**src/rtl/dsp_flow_ctrl_pkg.sv**
```systemverilog
// ============================================================================
// dsp_flow_ctrl_pkg : state encoding and default sizing for dsp_flow_ctrl
// Revision: 1.0
// ============================================================================
`default_nettype none

package dsp_flow_ctrl_pkg;

  typedef enum logic [1:0] {
    ST_IDLE    = 2'd0,
    ST_INIT    = 2'd1,
    ST_PREFILL = 2'd2,
    ST_RUN     = 2'd3
  } state_e;

  localparam int unsigned DEFAULT_PREFILL_CYCLES = 16;
  localparam int unsigned DEFAULT_CNT_WIDTH      = 16;
  // Wide enough for any prefill length up to 65535 cycles.
  localparam int unsigned PF_CNT_W               = 16;

endpackage : dsp_flow_ctrl_pkg

`default_nettype wire

```
**src/rtl/sat_counter.sv**
```systemverilog
// ============================================================================
// sat_counter : saturating event counter with synchronous clear
// Revision: 1.0
// ============================================================================
`default_nettype none

module sat_counter #(
  parameter int unsigned WIDTH = 16
) (
  input  logic             clk,
  input  logic             rst,
  input  logic             clr,
  input  logic             inc,
  output logic [WIDTH-1:0] count
);

  logic [WIDTH-1:0] count_q;
  logic [WIDTH-1:0] count_d;

  always_comb begin
    count_d = count_q;
    if (clr) begin
      count_d = '0;
    end else if (inc && (count_q != {WIDTH{1'b1}})) begin
      count_d = count_q + WIDTH'(1);
    end
  end

  always_ff @(posedge clk) begin
    if (rst) begin
      count_q <= '0;
    end else begin
      count_q <= count_d;
    end
  end

  assign count = count_q;

endmodule : sat_counter

`default_nettype wire

```
**src/rtl/dsp_flow_ctrl.sv**
```systemverilog
// ============================================================================
// dsp_flow_ctrl : ADC->DSP->DAC streaming sequencer with FIFO prefill and
//                 overflow/underflow event counters
// Revision: 1.0
// ============================================================================
`default_nettype none

module dsp_flow_ctrl
  import dsp_flow_ctrl_pkg::*;
#(
  parameter int unsigned PREFILL_CYCLES = DEFAULT_PREFILL_CYCLES,
  parameter int unsigned CNT_WIDTH      = DEFAULT_CNT_WIDTH
) (
  input  logic                 clk,
  input  logic                 rst,
  input  logic                 run_req,
  input  logic                 infifo_almst_empty,
  input  logic                 infifo_almst_full,
  input  logic                 infifo_rst_busy,
  input  logic                 outfifo_almst_full,
  input  logic                 outfifo_almst_empty,
  output logic                 dsp_en,
  output logic                 outrd_en,
  output logic [1:0]           state,
  output logic                 running,
  output logic [CNT_WIDTH-1:0] ovf_cnt,
  output logic [CNT_WIDTH-1:0] unf_cnt
);

  localparam logic [PF_CNT_W-1:0] PF_LAST = PF_CNT_W'(PREFILL_CYCLES - 1);

  state_e              state_q,   state_d;
  logic [PF_CNT_W-1:0] prefill_q, prefill_d;
  logic                dsp_en_q,  dsp_en_d;
  logic                outrd_q,   outrd_d;
  logic                cnt_clr;
  logic                ovf_inc;
  logic                unf_inc;

  // run_req=0 outranks everything; rst_busy outranks prefill progress.
  always_comb begin
    state_d   = state_q;
    prefill_d = '0;
    unique case (state_q)
      ST_IDLE: begin
        if (run_req) state_d = ST_INIT;
      end
      ST_INIT: begin
        if (!run_req)              state_d = ST_IDLE;
        else if (!infifo_rst_busy) state_d = ST_PREFILL;
      end
      ST_PREFILL: begin
        if (!run_req) begin
          state_d = ST_IDLE;
        end else if (infifo_rst_busy) begin
          state_d = ST_INIT;
        end else if (!infifo_almst_empty) begin
          if (prefill_q == PF_LAST) state_d = ST_RUN;
          else                      prefill_d = prefill_q + PF_CNT_W'(1);
        end
      end
      ST_RUN: begin
        if (!run_req)             state_d = ST_IDLE;
        else if (infifo_rst_busy) state_d = ST_INIT;
      end
      default: state_d = ST_IDLE;
    endcase
  end

  // Enables look at the next state so they drop on the same edge RUN is left.
  always_comb begin
    dsp_en_d = (state_d == ST_RUN) && !infifo_almst_empty &&
               !outfifo_almst_full && !infifo_rst_busy;
    outrd_d  = (state_d == ST_RUN) && !outfifo_almst_empty;
  end

  always_ff @(posedge clk) begin
    if (rst) begin
      state_q   <= ST_IDLE;
      prefill_q <= '0;
      dsp_en_q  <= 1'b0;
      outrd_q   <= 1'b0;
    end else begin
      state_q   <= state_d;
      prefill_q <= prefill_d;
      dsp_en_q  <= dsp_en_d;
      outrd_q   <= outrd_d;
    end
  end

  assign cnt_clr = (state_q == ST_IDLE) && run_req;
  assign ovf_inc = (state_q == ST_RUN) && infifo_almst_full;
  assign unf_inc = (state_q == ST_RUN) && outfifo_almst_empty;

  sat_counter #(
    .WIDTH (CNT_WIDTH)
  ) u_ovf_cnt (
    .clk   (clk),
    .rst   (rst),
    .clr   (cnt_clr),
    .inc   (ovf_inc),
    .count (ovf_cnt)
  );

  sat_counter #(
    .WIDTH (CNT_WIDTH)
  ) u_unf_cnt (
    .clk   (clk),
    .rst   (rst),
    .clr   (cnt_clr),
    .inc   (unf_inc),
    .count (unf_cnt)
  );

  assign dsp_en   = dsp_en_q;
  assign outrd_en = outrd_q;
  assign state    = state_q;
  assign running  = (state_q == ST_RUN);

endmodule : dsp_flow_ctrl

`default_nettype wire

```
**config.mk**
```make
export PLATFORM = sky130hd
export DESIGN_NAME = dsp_flow_ctrl
export DESIGN_NICKNAME = d
export VERILOG_FILES = /design/src/rtl/dsp_flow_ctrl_pkg.sv /design/src/rtl/sat_counter.sv /design/src/rtl/dsp_flow_ctrl.sv
export SDC_FILE = /design/constraint.sdc
export NUM_CORES = 1
export LEC_CHECK = 0
export CAP_MARGIN = 20
export CORE_MARGIN = 1.5
export CORE_UTILIZATION = 43
export CTS_CLUSTER_DIAMETER = 80
export CTS_CLUSTER_SIZE = 25
export DETAILED_ROUTE_END_ITERATION = 10
export MAX_ROUTING_LAYER = met4
export PLACE_DENSITY_LB_ADDON = 0.2
export SETUP_SLACK_MARGIN = 0.5
export SYNTH_ARGS = -nofsm -noshare
export SYNTH_HDL_FRONTEND = slang
export SYNTH_SLANG_ARGS = --single-unit
```
**constraint.sdc**
```tcl
create_clock -name clk -period 1.7 [get_ports clk]
set_input_delay 0.255 -clock clk [delete_from_list [all_inputs] [get_ports clk]]
set_output_delay 0.255 -clock clk [all_outputs]
set_load 0.1 [all_outputs]
```
### Yosys cells after proc, flatten, opt, wreduce, memory -nomap -nowiden

Cells that the tools add are included.

* flip-flop bits (word level): 52
* input bits: 8
* output and inout port bits: 37
* word-level logic and storage cells: 44

* $add $sub $neg: 3
* eq/ne operators: 7
* mux-type cells: 10
* bitwise gates (word level): 2
* reduce and logical (&&, ||, !) cells: 16

Operators by type and width (number)
* 16-bit by 1-bit adder with 16-bit output (second input constant): 3
* 16-bit inequality test (second input constant): 2
* 2-bit two-way mux: 9
* 16-bit by 4-bit equality test with 1-bit output (second input constant): 1
* 1-bit logical AND: 9
* 2-bit one-hot mux with 4 select lines: 1
* 2-bit equality test (second input constant): 3
* 6-bit OR reduction: 1
* 1-bit zero test: 4
* 2-bit by 1-bit equality test with 1-bit output (second input constant): 1
* 2-bit zero test: 1
* 1-bit NOT: 2
* 2-bit OR reduction: 1

### Logic depth before layout (Yosys ltp)

Gate-level depths: netlist (run 1).

* depth in word-level cells: 10
* mapped depth: 6
* gate-level depth less buffers: 5

### Modules after synthesis

Synthesis (run 1) repeated with hierarchy kept, for this count alone.

* cell total of the unflattened synthesis: 307
* area, all modules: 2776.4 sq um

Modules (own cells, without submodules)
* sat_counter: times used 2, cells each 102, area each 917.1 sq um, seq. area each 320.3 sq um
* dsp_flow_ctrl: times used 1, cells each 103, area each 942.2 sq um, seq. area each 400.4 sq um

### Worst setup path before layout (run 1)

No wires, ideal clock.

* path type: reg-to-reg
* start: register state_q[1] (netlist: state[1])
* end: register u_ovf_cnt.count_q[4] (netlist: u_ovf_cnt.count[4])
* setup time: 70 ps
* arrival: 2834 ps
* required time: 1630 ps
* slack: -1204 ps
* stages on the path, launching flop included: 6
* path buffers: 1
* period minus slack after synthesis: 2904 ps
* cells stage by stage: dfxtp_1 buf_6 and2_1 nand2_1 or4_1 a21oi_1

* longest elaborated chain between the ends: 3
* elaborated cells between the ends (all ways): 6
* those cells by class: eq/ne: 1; reduce/logical: 5

Ends and longest elaborated chain
* from (decl): line dsp_flow_ctrl.sv:32 `state_e state_q, state_d;`
* from (signal assigned): line dsp_flow_ctrl.sv:84 `state_q <= state_d;`
* 2-bit equality test
* via running: line dsp_flow_ctrl.sv:25 `output logic running,`
* 1-bit logical AND: line dsp_flow_ctrl.sv:92 `assign ovf_inc = (state_q == ST_RUN) && infifo_almst_full;`
* 1-bit logical AND: line sat_counter.sv:24 `end else if (inc && (count_q != {WIDTH{1'b1}})) begin`
* to (signal assigned): line sat_counter.sv:33 `count_q <= count_d;`
* to (decl): line sat_counter.sv:17 `logic [WIDTH-1:0] count_q;`

The timed path passes the listed nets, and every way through them passes these cells.
A chain may end at the register's enable or synchronous reset.

### Final worst setup path (run 1)

* start: register state_q[0] (netlist: state[0])
* end: register u_ovf_cnt.count_q[11] (netlist: u_ovf_cnt.count[11])

* longest elaborated chain between the ends: 3
* elaborated cells between the ends (all ways): 6
* those cells by class: eq/ne: 1; reduce/logical: 5

Ends and longest elaborated chain (line)
* 2-bit equality test or 2-bit zero test (tied branches): dsp_flow_ctrl.sv:92, dsp_flow_ctrl.sv:91
* 1-bit logical AND, on equally long branches: dsp_flow_ctrl.sv:92, dsp_flow_ctrl.sv:91
* 1-bit logical AND or 2-bit OR reduction (tied branches)

Several ways; a longest one is shown, not always the timed one.

==> flow_summary.ini, run 1 <==
[die]
core-area_sq_um = 5890
die_w_microns = 80.6
start_util = 0.440
rows = 28
die_h_microns = 80.6
die-area_sq_um = 6500
io_pins = 45

[setup_path]
rr_worst_depth = 5
worstPathMaxFanout = 5
critPathKind = register to register
startpoint_type = register
crit_required_ns = 1.93
r2r_end = u_ovf_cnt.count[11]
critPathArrivalTime_ns = 2.01
endpoint_kind = register
rrSetupSlack_ns = -0.07
reg2reg_from = state[0]

[timing]
drv_slew = 0
clock_skew_ns = 0.00592
rsz0062_at_grt = yes
slew_headroom = 0.729
tightestPinTransition_ns = 0.402
setup_viol = 6
post-route-min-period_ns = 1.77
fmax_mhz = 564
finalCritPeriodShare = 1.04
finalHoldViolCount = 0
setup_slack_ns = -0.0725

[yosys]
synth_fp_nets = 318
synth-edff-count = 0
yosysSeqAreaShare = 0.402
synth-main-ff-cell = dfxtp_1
synthCells = 307
syn_area_sq_um = 2590
avgSynthCellArea_sq_um = 8.44
ys_ff_latch = 52
yosysWarnings = 0
synth_cell_types = 41
synthArstFlopShare = 0

[clocking]
cts-root-buf = clkbuf_8
clockBufferDepth = 2
clk_latency_ns = 0.32
cts_tree = yes
holdBufCountCts = 0
cts-htree-levels = 2
cts_inserted_buffers = 5
cts_sinks = 52
clk_pin_slew_ns = 0.11

[global_route]
track_usage = 0.292
overflow = 0
grt_pass1_wl_microns = 14300
grt_pass1_vias = 3104
grt_max_degree = 17
antenna_found_initial = 0

[pwr]
leakagePower_nw = 1.80
ir_drop_mv = 0.447
power_mw = 2.18
power_density_nw_per_um2 = 420

[cells_and_area]
seqCellArea_sq_um = 1190
final_cell_mix = 54 x buf_4, 42 x buf_6, 38 x buf_12, 36 x dfxtp_4, 19 x nand2_1
area_delta_synth_final_pct = 99.9
drive_gt1_frac = 0.628
multi_input_area_sq_um = 2030
nNetsFinal = 456
antennaDiodeCount = 0
layout_commonest_cell = buf_4
final_core_util = 0.881
fillers = 250

[detailed_routing]
viasPerCell = 6.55
detail-route-antenna-nets = 0
routed_wl_microns = 11900
wl_per_cell_microns = 22.9
dr.pass1.iters = 6
num_vias = 3413
drcViolationCount = 0
drtIter0Drc = 208

[placed_design]
place_ws_ns = -0.339
port_buffers = 44
gp_congestion = 0.828
dpl.hpwl_microns = 4870

[run_status]
violations = setup timing
outcome = finished with violations

[flow_run]
max_cap_violations = 0

[hold_path]
hold_depth = 3
hp-start = outfifo_almst_empty
hp-class = input port to register
min_to = outrd_en
==> state kept, by name (all words and copies together) (netlist names) <==
register	cells
prefill_q	16
dsp_en	1
state	2
u_unf_cnt.count	16
u_ovf_cnt.count	16
outrd_en	1
==> cells by family after synthesis <==
logic type               synth area share
multiplexers                      0.00772
adder cells (fa/ha/maj)            0.0145
XOR/XNOR                           0.0405
flip-flops                          0.402
AND/OR/NAND/NOR                     0.327
buffers and inverters              0.0449
AO/OA/AOI/OAI                       0.164
==> per-stage QoR <==
step / area (sq um) / instances / setup TNS, ns / hold WS, ns
finish: 5180 / 521 / -0.146 / 0.422
global route: 5180 / 521 / -0.684 / 0.430
CTS: 4690 / 506 / 0 / 0.440
detailed placement: 4000 / 451 / -5.78 / 0.470
global placement: 4000 / 451 / -3.93 / 0.458
floorplan: 2930 / 307 / -2.23 / 0.324
==> synthesized netlist by cell type, types with 4 or more instances <==
cell type,n,area share
o21a_1,5,0.014
nand2_1,24,0.035
or4_1,16,0.046
a21oi_1,27,0.052
o41ai_1,5,0.017
or3_1,9,0.022
nor3_1,9,0.017
and4_1,6,0.020
nor4_1,11,0.027
nor2_1,20,0.029
xnor2_1,8,0.027
and3_1,5,0.012
inv_1,10,0.014
nand4_1,13,0.031
o21ai_0,9,0.017
dfxtp_1,52,0.40
nand3_1,17,0.033
clkbuf_1,8,0.012
and2_1,4,0.0097
o31ai_1,14,0.041
xor2_1,4,0.014
==> metal layers <==
layer | global-route usage | wire length, microns | share of wire | vias up
met5 | - | 0 | 0 | -
met4 | 0.133 | 856 | 0.072 | 0
met3 | 0.0477 | 859 | 0.072 | 97
met2 | 0.510 | 6020 | 0.50 | 234
met1 | 0.324 | 4200 | 0.35 | 1623
li1 | - | - | - | 1459
==> power by group <==
group / internal, mW / leakage [nW] / total, mW / switching (mW)
sequential: 1.16 / 0.452 / 1.17 / 0.00313
combinational: 0.0725 / 1.29 / 0.160 / 0.0873
clock: 0.380 / 0.0566 / 0.853 / 0.474
==> final cells by class <==
cell class / count / area share
Inverter: 10 / 0.00724
Clock inverter: 2 / 0.00217
Sequential cell: 52 / 0.229
Clock buffer: 6 / 0.0181
Tap cell: 75 / 0.0181
Multi-Input combinational cell: 234 / 0.391
Timing Repair Buffer: 142 / 0.334
==> worst max-delay path by stage <==
stage                        startpoint                   to  slack [ns]  depth (start not counted)
floorplan            u_unf_cnt.count[2]   u_unf_cnt.count[9]       -0.24                          5
detailed placement  outfifo_almst_empty  u_unf_cnt.count[11]       -0.34                          5
finish                         state[0]  u_ovf_cnt.count[11]       -0.07                          5
global route                   state[0]  u_ovf_cnt.count[11]       -0.13                          6
global placement    outfifo_almst_empty  u_unf_cnt.count[11]       -0.27                          5
CTS                  u_unf_cnt.count[5]  u_unf_cnt.count[11]        0.01                          4
==> critical path: stages (launching register included) <==
cell and delay [ns]:
dfxtp_4 0.39, buf_4 0.16, and4_4 0.27, and4_1 0.21, or4b_1 0.47, a21oi_1 0.19
==> timing repair <==
action	in CTS	in global routing
endpoints found under the setup margin	62	75
setup buffers	44	13
pin swaps	26	25
gates resized for setup	56	88
gates cloned	3	2
hold endpoints to repair	0	0
Power figures use the tool's default switching activity.
==> inputs of run 2 (changes only) <==
CORE_UTILIZATION = 47   (was 43)
CTS_CLUSTER_DIAMETER = 40   (was 80)
==> flow_summary.ini, run 2 <==
[die]
die_w_microns = 77.3
io_pins = 45
start_util = 0.498
rows = 26
die_h_microns = 77.3

[yosys]
synthAdderAreaFrac = 0.0145
synth_cell_types = 41
avgSynthCellArea_sq_um = 8.44
synth_top_family_by_area = simple AND/OR/NAND/NOR gates
synthArstFlopShare = 0
synth-xor-area-share = 0.0405
yosysWarnings = 0
synth_common_cells = 52 x dfxtp_1, 27 x a21oi_1, 24 x nand2_1
synth_top_area_share = 0.402
synth_mux_area_frac = 0.00772
ys_ff_latch = 52
synthSimpleGateAreaFrac = 0.327
synthCells = 307
synth_fp_nets = 318
yosysSeqAreaShare = 0.402
synth-edff-count = 0
syn_area_sq_um = 2590
synth_compound_area_frac = 0.164
synth_area_leaders = dfxtp_1 40%, a21oi_1 5.2%, or4_1 4.6%, o31ai_1 4.1%, nand2_1 3.5%
synth_area_leader_cell = dfxtp_1
synth-main-ff-cell = dfxtp_1
yosys.cell_count.top_type = dfxtp_1

[placed_design]
dpl.hpwl_microns = 5150
gp_congestion = 0.817
place_ws_ns = -0.317
port_buffers = 44

[clocking]
cts_sinks = 52
holdBufCountCts = 0
cts-htree-levels = 2
clockBufferDepth = 2
cts_inserted_buffers = 5
cts-root-buf = clkbuf_8

[timing]
endpoint_type = register input
grt_repair_worst_endpoint = u_unf_cnt.count[13]$_SDFFE_PP0P_/D

[run_status]
outcome = stopped before the end
tool.error = [ERROR DPL-0038] Utilization greater than 100%, impossible to legalize
lastStage = 5_1_grt

[global_route]
grt_max_degree = 16
## run 2: logic make-up after synthesis
group,count (synthesis)
multiplexers,2
buffers and inverters,23
AO/OA/AOI/OAI,67
adder cells (fa/ha/maj),3
AND/OR/NAND/NOR,148
flip-flops,52
XOR/XNOR,12
## run 2: repair_timing
| action | in CTS |
|---|---|
| endpoints found under the setup margin | 63 |
| pin swaps | 31 |
| cloned | 4 |
| endpoints found under the hold margin | 0 |
| setup buffers | 46 |
| gates resized for setup | 60 |
## run 2: metrics by stage
step | TNS, ns | utilization | hold slack [ns] | instance area (sq um) | std cells
after floorplan | -2.23 | - | 0.324 | 2930 | 307
after global placement | -3.17 | 0.764 | 0.455 | 3980 | 443
after detailed placement | -4.39 | 0.764 | 0.474 | 3980 | 443
after CTS | 0 | 0.908 | 0.398 | 4730 | 501
==> inputs of run 3 (changes only) <==
CORE_UTILIZATION = 40   (was 47)
CTS_CLUSTER_DIAMETER = unset   (was 40)
CTS_CLUSTER_SIZE = unset   (was 25)
MAX_ROUTING_LAYER = unset   (was met4)
PLACE_DENSITY_LB_ADDON = 0.15   (was 0.2)
SETUP_SLACK_MARGIN = unset   (was 0.5)
clock period = 2.2 ns   (was 1.7 ns; I/O delays follow)
==> flow_summary.ini, run 3 (same netlist as run 1, synthesis figures left out) <==
[timing]
post-route-min-period_ns = 1.99
hold-worst-slack_ns = 0.478
clock_skew_ns = 0.00632
slew_headroom = 0.590
rsz0062_at_grt = no
drv_slew = 0
finalHoldViolCount = 0
finalCritPeriodShare = 0.903
tightestPinTransition_ns = 0.613
setup_viol = 0
fmax_mhz = 504

[global_route]
met3_usage = 0.0366
grt_max_degree = 16
grt_util_met1 = 0.226
grt_pass1_vias = 2223
track_usage = 0.173
overflow = 0
grt_pass1_wl_microns = 10100
busiest_layer = met2
antenna_found_initial = 0
use_met2 = 0.285

[clocking]
cts-resized-gates = 0
cts_sinks = 52
post_cts_buffers = 0
holdBufCountCts = 0
cts_tree = yes
clk_pin_slew_ns = 0.09
clockBufferDepth = 2
cts-htree-levels = 2
cts-root-buf = clkbuf_8
cts_inserted_buffers = 5
clk_latency_ns = 0.31

[pwr]
p_int_mw = 1.19
pwr-share-comb = 0.046
seq_power_share = 0.608
pwr-share-clk = 0.345
leakagePower_nw = 1.04
swShare = 0.229
power_density_nw_per_um2 = 478
p_switching_mw = 0.354
ir_drop_mv = 0.199

[detailed_routing]
num_vias = 2468
wl_per_cell_microns = 13.7
routed_wl_microns = 6050
dr.pass1.iters = 5
drcViolationCount = 0
viasPerCell = 5.61
detail-route-antenna-nets = 0
drtIter0Drc = 84

[die]
core-area_sq_um = 6310
start_util = 0.411
die_w_microns = 83.5
rows = 29
die-area_sq_um = 6970
die_h_microns = 83.5
io_pins = 45

[setup_path]
path_common_cell = or4_1
startpoint_type = input port
worst-path-buf-inv = 1
rrSetupSlack_ns = 0.29
crit_required_ns = 2.44
crit_slowest_cell = or4_1
path_cells = clkdlybuf4s50_1 -> nand3_1 -> or4_1 -> or4_1 -> a21oi_1
slowest_delay_ns = 0.65
endpoint_kind = register
cp.depth = 5
rr_worst_depth = 4
worstPathMaxFanout = 7
critPathArrivalTime_ns = 2.23
path_delay_family = simple AND/OR/NAND/NOR gates
critPathKind = input port to register

[placed_design]
gp_congestion = 0.750
dpl.hpwl_microns = 4410
port_buffers = 44
dpl_cell_area_sq_um = 3150

[cells_and_area]
final_core_util = 0.512
stdcell_area_sq_um = 3230
fillers = 627
layout_commonest_cell = buf_4
antennaDiodeCount = 0
drive_gt1_frac = 0.278
nNetsFinal = 373
final_cell_mix = 53 x buf_4, 27 x a21oi_1, 27 x dfxtp_2, 24 x nand2_1
area_delta_synth_final_pct = 24.7

[hold_path]
hp-class = register to register
hold_depth = 2

[flow_run]
max_cap_violations = 0

[run_status]
outcome = completed
==> run 3: tightest hold or removal path: cells and delay by family (launching register included) <==
kind           cells  cell delay (ns)
AO/OA/AOI/OAI      2             0.11
flip-flops         1             0.34
==> run 3: final timing paths <==
kind                                     startpoint                  end
worst max-delay path            outfifo_almst_empty  u_unf_cnt.count[13]
worst max register to register   u_unf_cnt.count[3]  u_unf_cnt.count[13]
worst min register to register  u_ovf_cnt.count[13]  u_ovf_cnt.count[13]
worst min-delay path            u_ovf_cnt.count[13]  u_ovf_cnt.count[13]
==> run 3: layout make-up <==
class	count	area, sq um	share of cell area
Timing Repair Buffer	61	488	0.151
Multi-Input combinational cell	232	1440	0.444
Inverter	10	37.5	0.0116
Sequential cell	52	1090	0.338
Tap cell	77	96.3	0.0298
Clock inverter	1	5.00	0.00155
Clock buffer	7	76.3	0.0236
==> run 3: metrics by stage <==
stage / total power, mW / setup WS, ns / setup TNS [ns] / std cells
2_1_floorplan: 1.00 / 0.0147 / 0 / 307
3_3_place_gp: 1.04 / -0.0873 / -0.110 / 432
3_5_place_dp: 1.04 / -0.132 / -0.309 / 432
4_1_cts: 1.57 / 0.194 / 0 / 440
5_1_grt: 1.60 / 0.0934 / 0 / 440
6_report: 1.55 / 0.214 / 0 / 440
==> run 3: per-layer routing <==
metal,part of all wire,wire [microns]
met1,0.50,3020
met2,0.45,2720
met3,0.037,225
met4,0.014,83
met5,0,0
==> run 3: power by group through the flow <==
stage / Sequential, mW / Combinational, mW / Clock (mW)
floorplan: 0.971 / 0.0297 / 0
global placement: 0.963 / 0.0726 / 0
detailed placement: 0.962 / 0.0727 / 0
CTS: 0.940 / 0.0727 / 0.553
global route: 0.941 / 0.0767 / 0.586
finish: 0.940 / 0.0717 / 0.534
